## config.mk

```make
export PLATFORM = sky130hd
export DESIGN_NAME = ccff_chain_loader
export DESIGN_NICKNAME = d
export VERILOG_FILES = /design/src/rtl/ccff_chain_loader.sv
export SDC_FILE = /design/constraint.sdc
export NUM_CORES = 1
export LEC_CHECK = 0
export ABC_AREA = 1
export CORE_MARGIN = 8
export CORE_UTILIZATION = 56
export CTS_CLUSTER_DIAMETER = 80
export DETAILED_ROUTE_END_ITERATION = 7
export DONT_BUFFER_PORTS = 1
export PLACE_DENSITY_LB_ADDON = 0.1
export SYNTH_ARGS = -nofsm -noshare
export SYNTH_HDL_FRONTEND = slang
export SYNTH_SLANG_ARGS = --single-unit
```

## constraint.sdc

```tcl
create_clock -name clk -period 2.35 [get_ports clk]
set_clock_uncertainty 0.15 [all_clocks]
set_input_delay 0.3525 -clock clk [delete_from_list [all_inputs] [get_ports clk]]
set_output_delay 0.3525 -clock clk [all_outputs]
set_load 0.02 [all_outputs]
```

## src/rtl/ccff_chain_loader.sv

```systemverilog
// ccff_chain_loader: streams a bitstream into parallel configuration chains and optionally verifies it
module ccff_chain_loader #(
    parameter int NUM_CHAINS = 10,
    parameter int CHAIN_LEN  = 1024,
    parameter int ERR_W      = 16
) (
    input  logic                  clk,
    input  logic                  reset,
    input  logic                  start,
    input  logic                  verify_en,
    input  logic [NUM_CHAINS-1:0] cfg_data,
    input  logic                  cfg_valid,
    output logic                  cfg_ready,
    output logic [NUM_CHAINS-1:0] ccff_head,
    output logic                  prog_clock_en,
    input  logic [NUM_CHAINS-1:0] ccff_tail,
    output logic                  busy,
    output logic                  done,
    output logic                  pass,
    output logic [ERR_W-1:0]      err_count
);
    localparam int CW = $clog2(CHAIN_LEN + 1);
    localparam logic [CW-1:0] LAST = CW'(CHAIN_LEN - 1);
    typedef enum logic [2:0] {IDLE, LOAD, VERIFY, FIN, DONE} state_t;
    state_t                r_state;
    logic                  r_vfy;
    logic                  r_chk;
    logic [CW-1:0]         r_cnt;
    logic [NUM_CHAINS-1:0] r_exp;
    logic                  w_acc;
    logic                  w_last;
    logic                  w_mis;
    logic [ERR_W-1:0]      w_err_next;
    assign cfg_ready  = (r_state == LOAD) || (r_state == VERIFY);
    assign busy       = cfg_ready;
    assign w_acc      = cfg_valid && cfg_ready;
    assign w_last     = r_cnt == LAST;
    // r_chk marks the shift cycle of a verify beat; the tail then holds the pass-1 beat at that index
    assign w_mis      = r_chk && (ccff_tail != r_exp);
    assign w_err_next = err_count + ERR_W'(w_mis && !(&err_count));
    // Sequencer: shifts accepted beats, counts tail mismatches, reports the result in DONE
    always_ff @(posedge clk) begin
        if (reset) begin
            r_state       <= IDLE;
            r_vfy         <= 1'b0;
            r_chk         <= 1'b0;
            r_cnt         <= '0;
            r_exp         <= '0;
            ccff_head     <= '0;
            prog_clock_en <= 1'b0;
            done          <= 1'b0;
            pass          <= 1'b0;
            err_count     <= '0;
        end else begin
            prog_clock_en <= w_acc;
            r_chk         <= w_acc && (r_state == VERIFY);
            done          <= 1'b0;
            err_count     <= w_err_next;
            if (w_acc) begin
                ccff_head <= cfg_data;
                r_exp     <= cfg_data;
                r_cnt     <= r_cnt + 1'b1;
            end
            case (r_state)
                IDLE: if (start) begin
                    r_state   <= LOAD;
                    r_vfy     <= verify_en;
                    r_cnt     <= '0;
                    err_count <= '0;
                    pass      <= 1'b0;
                end
                LOAD: if (w_acc && w_last) begin
                    r_state <= r_vfy ? VERIFY : FIN;
                    r_cnt   <= '0;
                end
                VERIFY: if (w_acc && w_last) r_state <= FIN;
                FIN: begin
                    done    <= 1'b1;
                    pass    <= !r_vfy || (w_err_next == '0);
                    r_state <= DONE;
                end
                default: r_state <= IDLE;
            endcase
        end
    end
endmodule
```

======== Yosys cells after proc, flatten, opt, wreduce, memory -nomap -nowiden ========
Index checks and enable logic that the tools add are counted.
storage, ports and cells
  bits of input ports ..................... 25
  output and inout port bits .............. 31
  flip-flop bits (word level) ............. 45
  word-level logic and storage cells ...... 49
cells by class
  multiplexer cells ....................... 14
  add/subtract/negate cells ............... 2
  reduce and logical (&&, ||, !) cells .... 16
  eq/ne operators ......................... 8
operators with widths
  kind                     number
  $mux W11                 3
  $mux W16                 2
  $pmux W11 S2             1
  $add A16 B1 Y16          1
  $logic_not A16 Y1        1
  $reduce_and A16 Y1       1
  $pmux W3 S4              1
  $add A11 B1 Y11 const B  1
  $eq A11 B10 Y1 const B   1
  $ne A10 B10 Y1           1
  $mux W3                  3
  $eq A3 B2 Y1 const B     2
  $logic_and A1 B1 Y1      5
  $ne A2 B1 Y1 const B     2
  $reduce_and A2 Y1        2
  $eq A3 B1 Y1 const B     1
  $logic_not A3 Y1         1
  $mux W1                  3
  $reduce_and A3 Y1        1
  $logic_not A1 Y1         2
  $logic_or A1 B1 Y1       2
  $ne A2 B2 Y1 const B     1
  $pmux W1 S2              1
  $reduce_bool A2 Y1       1

======== Logic depth before layout (Yosys ltp) ========
  word-level depth ........................ 7
  depth in mapped cells ................... 17
  gate-level depth less buffers ........... 17

======== Worst setup path before layout ========
Ideal clock, no wire load.
  path kind ............................... reg2reg
  from .................................... register err_count[4]
  to ...................................... register pass
  path buffers ............................ 0
  slack ................................... -0.299 ns
  cell stages (with the launch flop) ...... 16
  arrival ................................. 2.430 ns
  data required time ...................... 2.130 ns
  clock period less this slack ............ 2.649 ns
  library setup time ...................... 0.070 ns
  cells stage by stage .................... dfxtp_1 nand2_1 nor2_1 nand2_1 o41ai_1 nor2_1 ha_1 ha_1 nand3_1 inv_1 nand2_1 xor2_1 nand3_1 nor2_1 nand2_1 a21oi_1
on the way
  word-level cells in the longest chain between the ends .. 7
RTL lines
  what                    RTL line  text
  from (decl)             20        output logic [ERR_W-1:0] err_count
  from (signal assigned)  58        err_count <= w_err_next;
  $reduce_and A16 Y1      40        assign w_err_next = err_count + ERR_W'(w_mis && !(&err_count));
  $logic_not A1 Y1        40
  $logic_and A1 B1 Y1     40
  $add A16 B1 Y16 *       40
  $logic_not A16 Y1 *     79        pass <= !r_vfy || (w_err_next == '0);
  $logic_or A1 B1 Y1 *    79
  $pmux W1 S2 *           64        case (r_state)
  to (signal assigned)    79
  to (decl)               19        output logic pass,
Mark *: on every way between the ends. The rest lies on a longest branch, timed or not.
A chain may end at the register's enable or synchronous reset.

======== Final worst setup path ========
  from .................................... register r_exp[8]
  to ...................................... register pass
on the way
  word-level cells in the longest chain between the ends .. 7
RTL lines
  what                    RTL line  text
  from (decl)             29        logic [NUM_CHAINS-1:0] r_exp;
  from (signal assigned)  61        r_exp <= cfg_data;
  $ne A10 B10 Y1          39        assign w_mis = r_chk && (ccff_tail != r_exp);
  $logic_and A1 B1 Y1     39
  $logic_and A1 B1 Y1     40
  $add A16 B1 Y16         40
  $logic_not A16 Y1       79
  $logic_or A1 B1 Y1      79
  $pmux W1 S2             64
Every way passes these cells.

==> results.py <==
metrics = {
    "drt": {
        "postRouteAntennaNets": 0,
        "routed_via_density": 5.15,
        "detail_route.first_pass.iterations": 4,
        "average_detailed_routed_wire_length_per_instance_um": 14.0,
        "routed_vias": 2133,
        "drt_iter0_drc": 80,
        "detail_route.wirelength_um": 5810,
        "post-route-drc-count": 0,
    },
    "cts": {
        "worst_skew_pair.late_latency_ns": 0.29,
        "cts_bufs_inserted": 5,
        "tritoncts": "done",
        "clock_pin_transition_on_the_worst_setup_and_hold_timing_paths_ns": 0.08,
        "master_cell_of_the_clock_root_buffer": "clkbuf_8",
        "cts.sinks": 45,
        "clock_tree.htree_level_count": 2,
        "clk_path_buf_depth": 2,
    },
    "global_route": {
        "global_route.usage.total_pct": 18.7,
        "gr-total-overflow": 0,
        "grt_antenna_before_repair": 0,
        "grt_start_max_net_pins": 18,
        "vias_in_the_first_global_route": 2059,
        "grt_first_pass_wirelength_um": 9350,
    },
    "timing": {
        "hold_violation_total_from_the_final_report": 0,
        "timing_worst_slew_pin_value_ns": 0.381,
        "slew_violations": 0,
        "fin_crit_ns": 2.38,
        "worst_slack_ns": -0.0323,
        "min_period_over_period_pct": 101,
        "achievable-frequency_mhz": 420,
        "finalSetupViolCount": 1,
        "grt_setup_unrepaired": "true",
        "finalHoldWorstSlack_ns": 0.0683,
        "relSlewSlack_pct": 74.6,
    },
    "finish": {
        "layout.filler_cells": 290,
        "sequential_cell_area_um2": 945,
        "multiInputGateArea_mm2": 0.00133,
        "design_area_mm2": 0.00290,
        "layout-area-overhead-vs-synth_pct": 29.8,
        "drive_gt1_share_pct": 33.2,
        "fin_nets": 391,
        "num_antenna_cells": 0,
    },
    "floorplanning": {
        "dieArea_mm2": 0.00627,
        "core-area_mm2": 0.00391,
        "die_width_um": 79.2,
        "row_count": 23,
        "floorplan.initialDensity_pct": 57.2,
        "boundaryPins": 56,
        "die_h_um": 79.2,
    },
    "yosys": {
        "synth_top_flop_cell": "dfxtp_1",
        "ys_ff_latch": 45,
        "yosys_warnings": 0,
        "synth.avg_cell_area_um2": 7.06,
        "synth_enable_flop_cells": 0,
        "synth_area_leader_cell": "dfxtp_1",
        "synth_area_leaders": "dfxtp_1, nor2_1, nand2_1",
        "post_synth_inst_count": 317,
        "synth.yosys.seq_area_share_pct": 40.3,
        "async_flop_share_pct": 0,
        "postSynthNetCount": 345,
        "syn-cell-area_mm2": 0.00224,
        "yosys.area.top_type_share_pct": 40.3,
        "post_synth_num_cell_types": 32,
    },
    "critical_path": {
        "path_delay_family": "simple AND/OR/NAND/NOR gates",
        "cp_data_arrival_time_ns": 2.46,
        "timing.critical_path.required_ns": 2.43,
        "critical_path.max_fanout": 4,
        "cpMaxStageDelayCell": "dfxtp_2",
        "worstPathCellList": "or2_4 -> o211ai_1 -> nor4_2 -> nor2_1 -> ha_2 -> buf_6 -> inv_4 -> nor2_4 -> buf_6 -> nand3_2 -> nand2_2 -> nand2_1 -> nor2_1 -> nand2_1 -> nor2_1 -> nand2_1 -> a21oi_1",
        "path_buf_inv": 3,
        "crit_path_start_kind": "flop",
        "slowest_delay_ns": 0.34,
        "critPathKind": "reg2reg",
        "timing.critical_path.to_type": "flop",
    },
    "pwr": {
        "leakage_nw": 1.24,
        "ir_worst_vdd_uv": 447,
        "total_power_per_unit_cell_area_mw_per_mm2": 493,
    },
    "min_path": {
        "hold_class": "in2reg",
    },
    "run": {
        "max_cap_violations": 0,
    },
    "placed_design": {
        "post_dp_cell_area_mm2": 0.00262,
        "dp.final_hpwl_um": 4310,
        "dpl_worst_slack_ns": -0.151,
        "place.gp.congestion": 0.813,
        "buffer_ports.inserted": 0,
    },
    "status": {
        "violations_in_the_final_reports": "setup timing",
        "result_of_the_run": "finished, violations left",
    },
}
[registers in the layout, summed over array words and instances, names as in the netlist]
register       count
pass               1
r_state            3
prog_clock_en      1
err_count         16
r_chk              1
r_cnt             11
done               1
r_vfy              1
r_exp             10
[synthesized netlist by cell type, types with 3 or more instances]
cell / count
ha_1: 3
inv_1: 37
a21oi_1: 9
o21ai_0: 14
nor3_1: 5
nand2_2: 5
nor2_4: 5
xnor2_1: 7
o21bai_1: 3
nor2_1: 73
xor2_1: 8
dfxtp_1: 45
nand4_1: 9
nand2_1: 58
nand3_1: 15
[report_power, final]
group | total [mW] | internal [mW] | switching, mW
Sequential | 0.795 | 0.777 | 0.0188
Clock | 0.457 | 0.209 | 0.248
Combinational | 0.179 | 0.0690 | 0.110
[stage by stage]
| stage | std cells | util, % | total power, mW | TNS, ns |
|---|---|---|---|---|
| after floorplan | 317 | - | 0.929 | 0 |
| after global placement | 401 | 66.9 | 0.974 | -0.0821 |
| after detailed placement | 401 | 66.9 | 0.976 | -0.184 |
| after CTS | 413 | 72.6 | 1.44 | -0.0667 |
| after global routing | 414 | 74.2 | 1.50 | -0.390 |
| final | 414 | 74.2 | 1.43 | -0.0323 |
[routing by layer]
| layer | GRT usage, % | part of all wire, % | up-vias |
|---|---|---|---|
| li1 | - | - | 1095 |
| met1 | 18.3 | 37 | 959 |
| met2 | 32.1 | 51 | 54 |
| met3 | 7.34 | 6.6 | 25 |
| met4 | 12.6 | 4.8 | 0 |
| met5 | 0 | 0 | - |
[cells in the final DEF (no fill, tap or decap), types with 2 or more instances in the layout]
master     n
nor2_1    66
nand2_1   47
buf_4     40
inv_1     33
dfxtp_1   26
nand2_2   16
o21ai_0   14
dfxtp_2   11
nand3_1   10
nand4_1    9
a21oi_1    9
dfxtp_4    8
nor2_4     7
xor2_1     7
nor2_2     6
xnor2_1    6
nor3_1     5
clkbuf_8   5
inv_2      4
nand3_2    3
o21bai_1   3
buf_6      3
or2_4      2
nand3_4    2
nand2_4    2
clkbuf_1   2
[cell families after synthesis]
| family | count (synthesis) | share of synthesized area, % |
|---|---|---|
| buffers and inverters | 43 | 7.49 |
| adder cells (fa/ha/maj) | 3 | 1.68 |
| flip-flops | 45 | 40.3 |
| AND/OR/NAND/NOR | 179 | 36.6 |
| AO/OA/AOI/OAI | 32 | 8.11 |
| XOR/XNOR | 15 | 5.87 |
[area by class of cell]
| cell class | instances | share of cell area (%) |
|---|---|---|
| multi-input combinational | 229 | 45.6 |
| sequential | 45 | 32.5 |
| timing repair buffer | 44 | 11.9 |
| inverter | 38 | 5.00 |
| clock buffer | 7 | 2.63 |
| tap | 50 | 2.16 |
| clock inverter | 1 | 0.172 |
[path summary, 6_finish.rpt]
check        slack [ns]  depth (start not counted)      start       end
min                0.07                          2  cfg_valid     r_chk
max               -0.03                         17   r_exp[8]      pass
min reg2reg        0.33                          2   r_exp[3]  r_exp[3]
max reg2reg       -0.03                         17   r_exp[8]      pass
[repair_timing]
action                                  4_1_cts  5_1_grt
buffers inserted                              3        1
pin swaps                                    23       17
hold endpoints to repair                      5        0
hold buffers                                  1        0
gates resized for setup                      31       18
endpoints found under the setup margin        2        4
(Power assumes the default switching activity.)
